`src/rtl/alu_issue_ctrl_if.sv`:
```
// Request/ALU/response bundle for alu_issue_ctrl.
// slave = controller side, master = sequencer/ALU/testbench side.
interface alu_issue_ctrl_if #(
  parameter int DATA_W = 16
);
  logic              i_req_valid;
  logic              o_req_ready;
  logic [1:0]        i_req_op;
  logic [DATA_W-1:0] i_req_a;
  logic [DATA_W-1:0] i_req_b;
  logic [DATA_W-1:0] o_alu_in1;
  logic [DATA_W-1:0] o_alu_in2;
  logic [1:0]        o_alu_op;
  logic [DATA_W-1:0] i_alu_out;
  logic              i_alu_z;
  logic              o_rsp_valid;
  logic              i_rsp_ready;
  logic [DATA_W-1:0] o_rsp_data;
  logic              o_rsp_z;
  logic              o_busy;

  modport slave (
    input  i_req_valid, i_req_op, i_req_a, i_req_b,
    input  i_alu_out, i_alu_z, i_rsp_ready,
    output o_req_ready, o_alu_in1, o_alu_in2, o_alu_op,
    output o_rsp_valid, o_rsp_data, o_rsp_z, o_busy
  );

  modport master (
    output i_req_valid, i_req_op, i_req_a, i_req_b,
    output i_alu_out, i_alu_z, i_rsp_ready,
    input  o_req_ready, o_alu_in1, o_alu_in2, o_alu_op,
    input  o_rsp_valid, o_rsp_data, o_rsp_z, o_busy
  );
endinterface

```
`src/rtl/alu_issue_ctrl.sv`:
```
// Issues one op to the registered ALU, waits out result/zero-flag latency, returns it.
// Ports: i_clk, i_rst (async high), bus (req handshake, ALU drive, rsp handshake).
module alu_issue_ctrl #(
  parameter int DATA_W = 16
) (
  input logic i_clk,
  input logic i_rst,
  alu_issue_ctrl_if.slave bus
);
  localparam logic [1:0] OP_READ = 2'd0;
  localparam logic [1:0] OP_ADD  = 2'd1;
  localparam logic [1:0] OP_SUB  = 2'd2;
  localparam logic [1:0] OP_MUL  = 2'd3;

  typedef enum logic [2:0] {
    IDLE, ISSUE, SETTLE, CAPTURE, RESP
  } state_e;

  state_e            state_q, state_d;
  logic [DATA_W-1:0] in1_q, in1_d;
  logic [DATA_W-1:0] in2_q, in2_d;
  logic [1:0]        op_q, op_d;
  logic [DATA_W-1:0] data_q, data_d;
  logic              z_q, z_d;
  logic              ready_q, ready_d;
  logic              valid_q, valid_d;
  logic              busy_q, busy_d;

  always_comb begin
    state_d = state_q;
    in1_d   = in1_q;
    in2_d   = in2_q;
    op_d    = OP_READ;
    data_d  = data_q;
    z_d     = z_q;
    unique case (state_q)
      IDLE: begin
        if (bus.i_req_valid && ready_q) begin
          state_d = ISSUE;
          op_d    = bus.i_req_op;
          // ALU computes in2 - in1, so SUB swaps to yield A - B
          unique case (1'b1)
            bus.i_req_op == OP_READ: begin
              in1_d = '0;
              in2_d = '0;
            end
            bus.i_req_op == OP_SUB: begin
              in1_d = bus.i_req_b;
              in2_d = bus.i_req_a;
            end
            bus.i_req_op == OP_ADD,
            bus.i_req_op == OP_MUL: begin
              in1_d = bus.i_req_a;
              in2_d = bus.i_req_b;
            end
            default: ;
          endcase
        end
      end
      ISSUE:   state_d = SETTLE;
      SETTLE:  state_d = CAPTURE;
      CAPTURE: begin
        // zero flag lags the result by one edge; both valid here
        data_d  = bus.i_alu_out;
        z_d     = bus.i_alu_z;
        state_d = RESP;
      end
      RESP: begin
        if (bus.i_rsp_ready) state_d = IDLE;
      end
      default: state_d = IDLE;
    endcase
    ready_d = (state_d == IDLE);
    valid_d = (state_d == RESP);
    busy_d  = (state_d != IDLE);
  end

  always_ff @(posedge i_clk or posedge i_rst) begin
    if (i_rst) begin
      state_q <= IDLE;
      in1_q   <= '0;
      in2_q   <= '0;
      op_q    <= OP_READ;
      data_q  <= '0;
      z_q     <= 1'b0;
      ready_q <= 1'b1;
      valid_q <= 1'b0;
      busy_q  <= 1'b0;
    end else begin
      state_q <= state_d;
      in1_q   <= in1_d;
      in2_q   <= in2_d;
      op_q    <= op_d;
      data_q  <= data_d;
      z_q     <= z_d;
      ready_q <= ready_d;
      valid_q <= valid_d;
      busy_q  <= busy_d;
    end
  end

  assign bus.o_alu_in1   = in1_q;
  assign bus.o_alu_in2   = in2_q;
  assign bus.o_alu_op    = op_q;
  assign bus.o_rsp_data  = data_q;
  assign bus.o_rsp_z     = z_q;
  assign bus.o_req_ready = ready_q;
  assign bus.o_rsp_valid = valid_q;
  assign bus.o_busy      = busy_q;
endmodule

```
`src/flat_wrapper.sv`:
```
// flat-port wrapper written by rule: the top's interface ports become plain ports
module alu_issue_ctrl_flat 
#(
  parameter int DATA_W = 16
)
  (i_clk, i_rst, bus_i_req_valid, bus_i_req_op, bus_i_req_a, bus_i_req_b, bus_i_alu_out, bus_i_alu_z, bus_i_rsp_ready, bus_o_req_ready, bus_o_alu_in1, bus_o_alu_in2, bus_o_alu_op, bus_o_rsp_valid, bus_o_rsp_data, bus_o_rsp_z, bus_o_busy);
  alu_issue_ctrl_if #(.DATA_W(DATA_W)) bus_i ();
  input logic i_clk;
  input logic i_rst;
  input wire logic [$bits(bus_i.i_req_valid)-1:0] bus_i_req_valid;
  input wire logic [$bits(bus_i.i_req_op)-1:0] bus_i_req_op;
  input wire logic [$bits(bus_i.i_req_a)-1:0] bus_i_req_a;
  input wire logic [$bits(bus_i.i_req_b)-1:0] bus_i_req_b;
  input wire logic [$bits(bus_i.i_alu_out)-1:0] bus_i_alu_out;
  input wire logic [$bits(bus_i.i_alu_z)-1:0] bus_i_alu_z;
  input wire logic [$bits(bus_i.i_rsp_ready)-1:0] bus_i_rsp_ready;
  output wire logic [$bits(bus_i.o_req_ready)-1:0] bus_o_req_ready;
  output wire logic [$bits(bus_i.o_alu_in1)-1:0] bus_o_alu_in1;
  output wire logic [$bits(bus_i.o_alu_in2)-1:0] bus_o_alu_in2;
  output wire logic [$bits(bus_i.o_alu_op)-1:0] bus_o_alu_op;
  output wire logic [$bits(bus_i.o_rsp_valid)-1:0] bus_o_rsp_valid;
  output wire logic [$bits(bus_i.o_rsp_data)-1:0] bus_o_rsp_data;
  output wire logic [$bits(bus_i.o_rsp_z)-1:0] bus_o_rsp_z;
  output wire logic [$bits(bus_i.o_busy)-1:0] bus_o_busy;
  assign bus_i.i_req_valid = bus_i_req_valid;
  assign bus_i.i_req_op = bus_i_req_op;
  assign bus_i.i_req_a = bus_i_req_a;
  assign bus_i.i_req_b = bus_i_req_b;
  assign bus_i.i_alu_out = bus_i_alu_out;
  assign bus_i.i_alu_z = bus_i_alu_z;
  assign bus_i.i_rsp_ready = bus_i_rsp_ready;
  assign bus_o_req_ready = bus_i.o_req_ready;
  assign bus_o_alu_in1 = bus_i.o_alu_in1;
  assign bus_o_alu_in2 = bus_i.o_alu_in2;
  assign bus_o_alu_op = bus_i.o_alu_op;
  assign bus_o_rsp_valid = bus_i.o_rsp_valid;
  assign bus_o_rsp_data = bus_i.o_rsp_data;
  assign bus_o_rsp_z = bus_i.o_rsp_z;
  assign bus_o_busy = bus_i.o_busy;
  alu_issue_ctrl #(.DATA_W(DATA_W)) u_core (.i_clk(i_clk), .i_rst(i_rst), .bus(bus_i));
endmodule
```
`config.mk`:
```
export PLATFORM = sky130hd
export DESIGN_NAME = alu_issue_ctrl_flat
export DESIGN_NICKNAME = d
export VERILOG_FILES = /design/src/rtl/alu_issue_ctrl_if.sv /design/src/rtl/alu_issue_ctrl.sv /design/src/flat_wrapper.sv
export SDC_FILE = /design/constraint.sdc
export NUM_CORES = 1
export LEC_CHECK = 0
export ABC_AREA = 1
export CAP_MARGIN = 20
export CORE_MARGIN = 5
export CORE_UTILIZATION = 46
export CTS_CLUSTER_DIAMETER = 50
export DETAILED_ROUTE_END_ITERATION = 16
export PLACE_DENSITY = 0.88
export REMOVE_ABC_BUFFERS = 1
export SLEW_MARGIN = 15
export SYNTH_ARGS = -nofsm -noshare
export SYNTH_HDL_FRONTEND = slang
export SYNTH_SLANG_ARGS = --single-unit
export TNS_END_PERCENT = 100
```
`constraint.sdc`:
```
create_clock -name i_clk -period 4.3 [get_ports i_clk]
set_clock_uncertainty 0.05 [all_clocks]
set_input_delay 0.86 -clock i_clk [delete_from_list [all_inputs] [get_ports i_clk]]
set_output_delay 0.86 -clock i_clk [all_outputs]
set_load 0.03 [all_outputs]
```
======== After elaboration in Yosys (flattened, before gate mapping) ========
Cells that the tools add are included.
storage, ports and cells
  flip-flop bits (word level) ............. 57
  input bits .............................. 55
  word-level logic and storage cells ...... 32
operators by class
  muxes and demuxes ....................... 7
  equality and inequality tests ........... 8
  reduce and logical (&&, ||, !) cells .... 8
operators by type and width
  cell                                                             count
  16-bit case mux with 3 select lines                              2
  3-bit case mux with 5 select lines                               1
  3-bit by 2-bit == test with 1-bit output, second input constant  2
  3-bit == test, second input constant                             2
  3-bit zero test                                                  2
  3-bit two-way mux                                                2
  3-bit nonzero test                                               2
  2-bit == test, second input constant                             2
  2-bit two-way mux                                                2
  3-bit by 1-bit == test with 1-bit output, second input constant  1
  3-bit AND reduction                                              1
  2-bit by 1-bit == test with 1-bit output, second input constant  1
  2-bit zero test                                                  1
  2-bit OR reduction                                               1
  1-bit logical AND                                                1

======== Depth between registers and ports, before layout ========
  depth after elaboration ................. 4
  depth in mapped cells ................... 7
  mapped depth without buffers ............ 6

======== Least setup slack after synthesis ========
Ideal clock, no wire load.
  path kind ............................... input to register
  from .................................... input port bus_i_req_valid
  to ...................................... register u_core.in1_q[10], in the netlist u_core.bus.o_alu_in1[10]
  required time ........................... 4.133 ns
  setup slack ............................. 2.653 ns
  data arrival time ....................... 1.481 ns
  buffers on the path ..................... 1
  cell stages on the path ................. 5
  cells stage by stage .................... nand2_1 > nand3b_4 > buf_4 > nand2_1 > nand2_1
on the way
  cells in the longest elaborated chain, start to end .. 2
RTL lines
  what                           RTL line              text
  from (decl)                    flat_wrapper.sv:10    input wire logic [$bits(bus_i.i_req_valid)-1:0] bus_i_req_valid;
  1-bit logical AND              alu_issue_ctrl.sv:38  if (bus.i_req_valid && ready_q) begin
  3-bit AND reduction (no line)  -
  to (signal assigned)           alu_issue_ctrl.sv:91  in1_q <= in1_d;
  to (decl)                      alu_issue_ctrl.sv:20  logic [DATA_W-1:0] in1_q, in1_d;
Every way passes these cells.
A chain may end at the register's enable or synchronous reset.

======== Final worst setup path ========
  from .................................... register u_core.ready_q, in the netlist u_core.bus.o_req_ready
  to ...................................... output port bus_o_req_ready
RTL lines
  what                    RTL line              text
  from (decl)             alu_issue_ctrl.sv:25  logic ready_q, ready_d;
  from (signal assigned)  alu_issue_ctrl.sv:96  ready_q <= ready_d;
  to (decl)               flat_wrapper.sv:17    output wire logic [$bits(bus_i.o_req_ready)-1:0] bus_o_req_ready;
No word-level cell between the ends.

==> flow_summary_export.csv <==
group,metric,value,unit
run_status,outcome,"complete, no violations",
routing,wl_per_cell,13.3,um
worst_setup_path,critPathRequiredTime,3.39,ns
synthesis,synthCells,346,
min_path,min_path_type,"register to register",
die,coreArea,5540,sq um
place,port_buffers,108,
global_routing,grt_max_degree,39,
power_and_ir_drop,report.power.total,2740,uW
synthesis,yosys-top-cells-area,"dfrtp_1 53%, nand2_1 36%, buf_6 1.7%",
synthesis,ys_async_sr_fraction,100,%
global_routing,grt_pass1_wl,11700,um
synthesis,ys.flop_type,"dfrtp_1",
power_and_ir_drop,power_per_cell_area,703,nW/um^2
cts,clk_latency,0.32,ns
finish,antenna_cells,0,
worst_setup_path,cp_slowest_cell,"clkdlybuf4s50_1",
worst_setup_path,critPathMaxFanout,2,
timing,slew_violations,0,
routing,drc,0,
routing,first_iter_violations,160,
timing,tightest_slew,0.761,ns
synthesis,netlist_area,2640,sq um
worst_setup_path,path_class,"register to primary output",
finish,finalInstanceArea,3900,sq um
timing,fmax,414,MHz
synthesis,synth_warnings,0,
worst_setup_path,cp.arrival,1.51,ns
place,placed_cell_area,3720,sq um
global_routing,gr-usage-met3,5.00,%
cts,htree_levels,3,
global_routing,top_usage_layer,"met2",
global_routing,grt_usage,20.2,%
synthesis,synth_common_cells,"251 x nand2_1, 56 x dfrtp_1, 7 x nor2_1, 6 x inv_1, 5 x buf_4",
timing,totalNegativeSetupSlack,0,ns
routing,vias,2483,
global_routing,antenna_found_initial,0,
timing,max_slew_margin,49.2,%
worst_setup_path,crit_buf_inv,1,
cts,cts_tree,"yes",
die,die-area,7360,sq um
place,dp_hpwl,5020,um
timing,setup_ws,1.88,ns
synthesis,yosysUniqueCellTypes,17,
synthesis,avgSynthCellArea,7.64,sq um
synthesis,yosysMostFrequentCell,"nand2_1",
worst_setup_path,critPathCaptureType,"primary output",
worst_setup_path,critical-path-top-delay-family,"buffers and inverters",
timing,fin_crit_sh,56.2,%
die,die_w,85.8,um
global_routing,grt.overflow.total,0,
synthesis,yosysSeqAreaShare,54.0,%
place,dpl_worst_slack,1.70,ns
synthesis,synth-edff-count,0,
cts,cts-resized-gates,0,
worst_setup_path,crit_chain,"clkdlybuf4s50_1",
power_and_ir_drop,leakage,0.00205,uW
timing,min_period,2.42,ns
global_routing,gr-usage-met2,33.8,%
synthesis,yosysTopAreaCellShare,53.0,%
worst_setup_path,slowest_delay,0.66,ns
routing,wl,7020,um
die,die_y,85.8,um
worst_setup_path,cp-start-kind,"register",
cts,clk_pin_slew_worst_paths,0.06,ns
global_routing,grtUsageMet1,25.0,%
finish,drive_gt1_share,5.92,%
finish,syn2layout_area_growth,47.6,%
synthesis,postSynthRegisterBits,57,
global_routing,first_global_vias,2421,
timing,rsz0062_at_grt,"false",
routing,postRouteAntennaNets,0,
finish,fin_util,70.4,%
cts,cts_setup_buffers,0,
place,gp_congestion,0.802,
routing,drtPass1Iterations,4,
synthesis,synth_top_area_cell,"dfrtp_1",
timing,setup_viol,0,
cts,cts.sinks,57,
cts,hold_buffers,0,
job,max_cap_viol_count,0,
cts,cts-root-buf,"clkbuf_8",
routing,routed_via_density,4.70,
timing,hold_viol,0,
die,rows,27,
cts,numCtsBuffers,9,
power_and_ir_drop,vdd_ir_drop_max,438,uV
die,initial_core_util,47.7,%
finish,fin_nets,507,
die,pin_count,109,
cts,ctsLongestPathBuffers,2,
## metal layers
layer,part of all wire (%),vias to the layer above
li1,-,1240
met1,41,1147
met2,50,82
met3,6.2,14
met4,2.6,0
met5,0,-
## through the flow
step / cells / hold WS, ns
CTS: 528 / 0.424
global route: 528 / 0.450
global placement: 513 / 0.403
floorplan: 331 / 0.545
detailed placement: 513 / 0.408
finish: 528 / 0.420
## registers in the layout, summed over array words and instances (netlist names)
register and flops:
u_core.bus.o_alu_op 2, u_core.bus.o_rsp_z 1, u_core.bus.o_alu_in2 16, u_core.state_q 3, u_core.bus.o_alu_in1 16, u_core.bus.o_busy 1, u_core.bus.o_req_ready 1, u_core.bus.o_rsp_valid 1
u_core.bus.o_rsp_data 16
## worst paths after layout
path / from / cells after the start / slack (ns) / endpoint
hold reg to reg: u_core.bus.o_rsp_z / 2 / 0.42 / u_core.bus.o_rsp_z
setup reg to reg: u_core.bus.o_req_ready / 4 / 2.73 / u_core.bus.o_alu_in2[15]
setup / recovery: u_core.bus.o_req_ready / 1 / 1.88 / bus_o_req_ready
max in group asynchronous: i_rst / 3 / 2.48 / u_core.bus.o_alu_in2[0]
min in group asynchronous: i_rst / 2 / 0.94 / u_core.bus.o_rsp_data[0]
hold / removal: u_core.bus.o_rsp_z / 2 / 0.42 / u_core.bus.o_rsp_z
## logic make-up (layout without fill, tap and decap cells)
logic type	Yosys count	in the layout	share of synthesized area [%]
AND/OR/NAND/NOR	265	265	40.4
flip-flops	57	57	54.0
buffers and inverters	23	133	5.35
AO/OA/AOI/OAI	1	1	0.189
## worst register-to-register path: cells and delay by family, from the launching register on
| kind | cells | cell delay (ns) |
|---|---|---|
| AND/OR/NAND/NOR | 4 | 0.88 |
| flip-flops | 1 | 0.53 |
## final cells by class
cell class	instances	area [sq um]
fillers	451	1640
clock inverters	2	12.5
clock buffers	13	169
multi-input cells	266	1070
well taps	72	90.1
flip-flops and latches	57	1430
inverters	8	32.5
repair buffers	110	1100
## placed cells by master, fill, tap and decap left out
cell               n
nand2_4            1
clkinv_2           1
clkinvlp_4         1
nand2_2            1
inv_4              1
clkdlybuf4s50_1  108
clkbuf_8          12
nand2_1          251
nor2_4             2
inv_1              5
dfrtp_1           56
dfstp_2            1
nand3b_4           1
inv_2              2
nor2_8             2
o21ai_0            1
nor2_1             7
clkbuf_1           1
buf_4              2
## report_power, final
| part | switching [uW] | internal, uW | leakage (uW) |
|---|---|---|---|
| logic | 843 | 542 | 0.00123 |
| registers | 139 | 770 | 0.000720 |
| clock network | 196 | 252 | 0.0000915 |
| total | 1180 | 1560 | 0.00205 |
No activity file was read; power rests on OpenSTA's default activity.
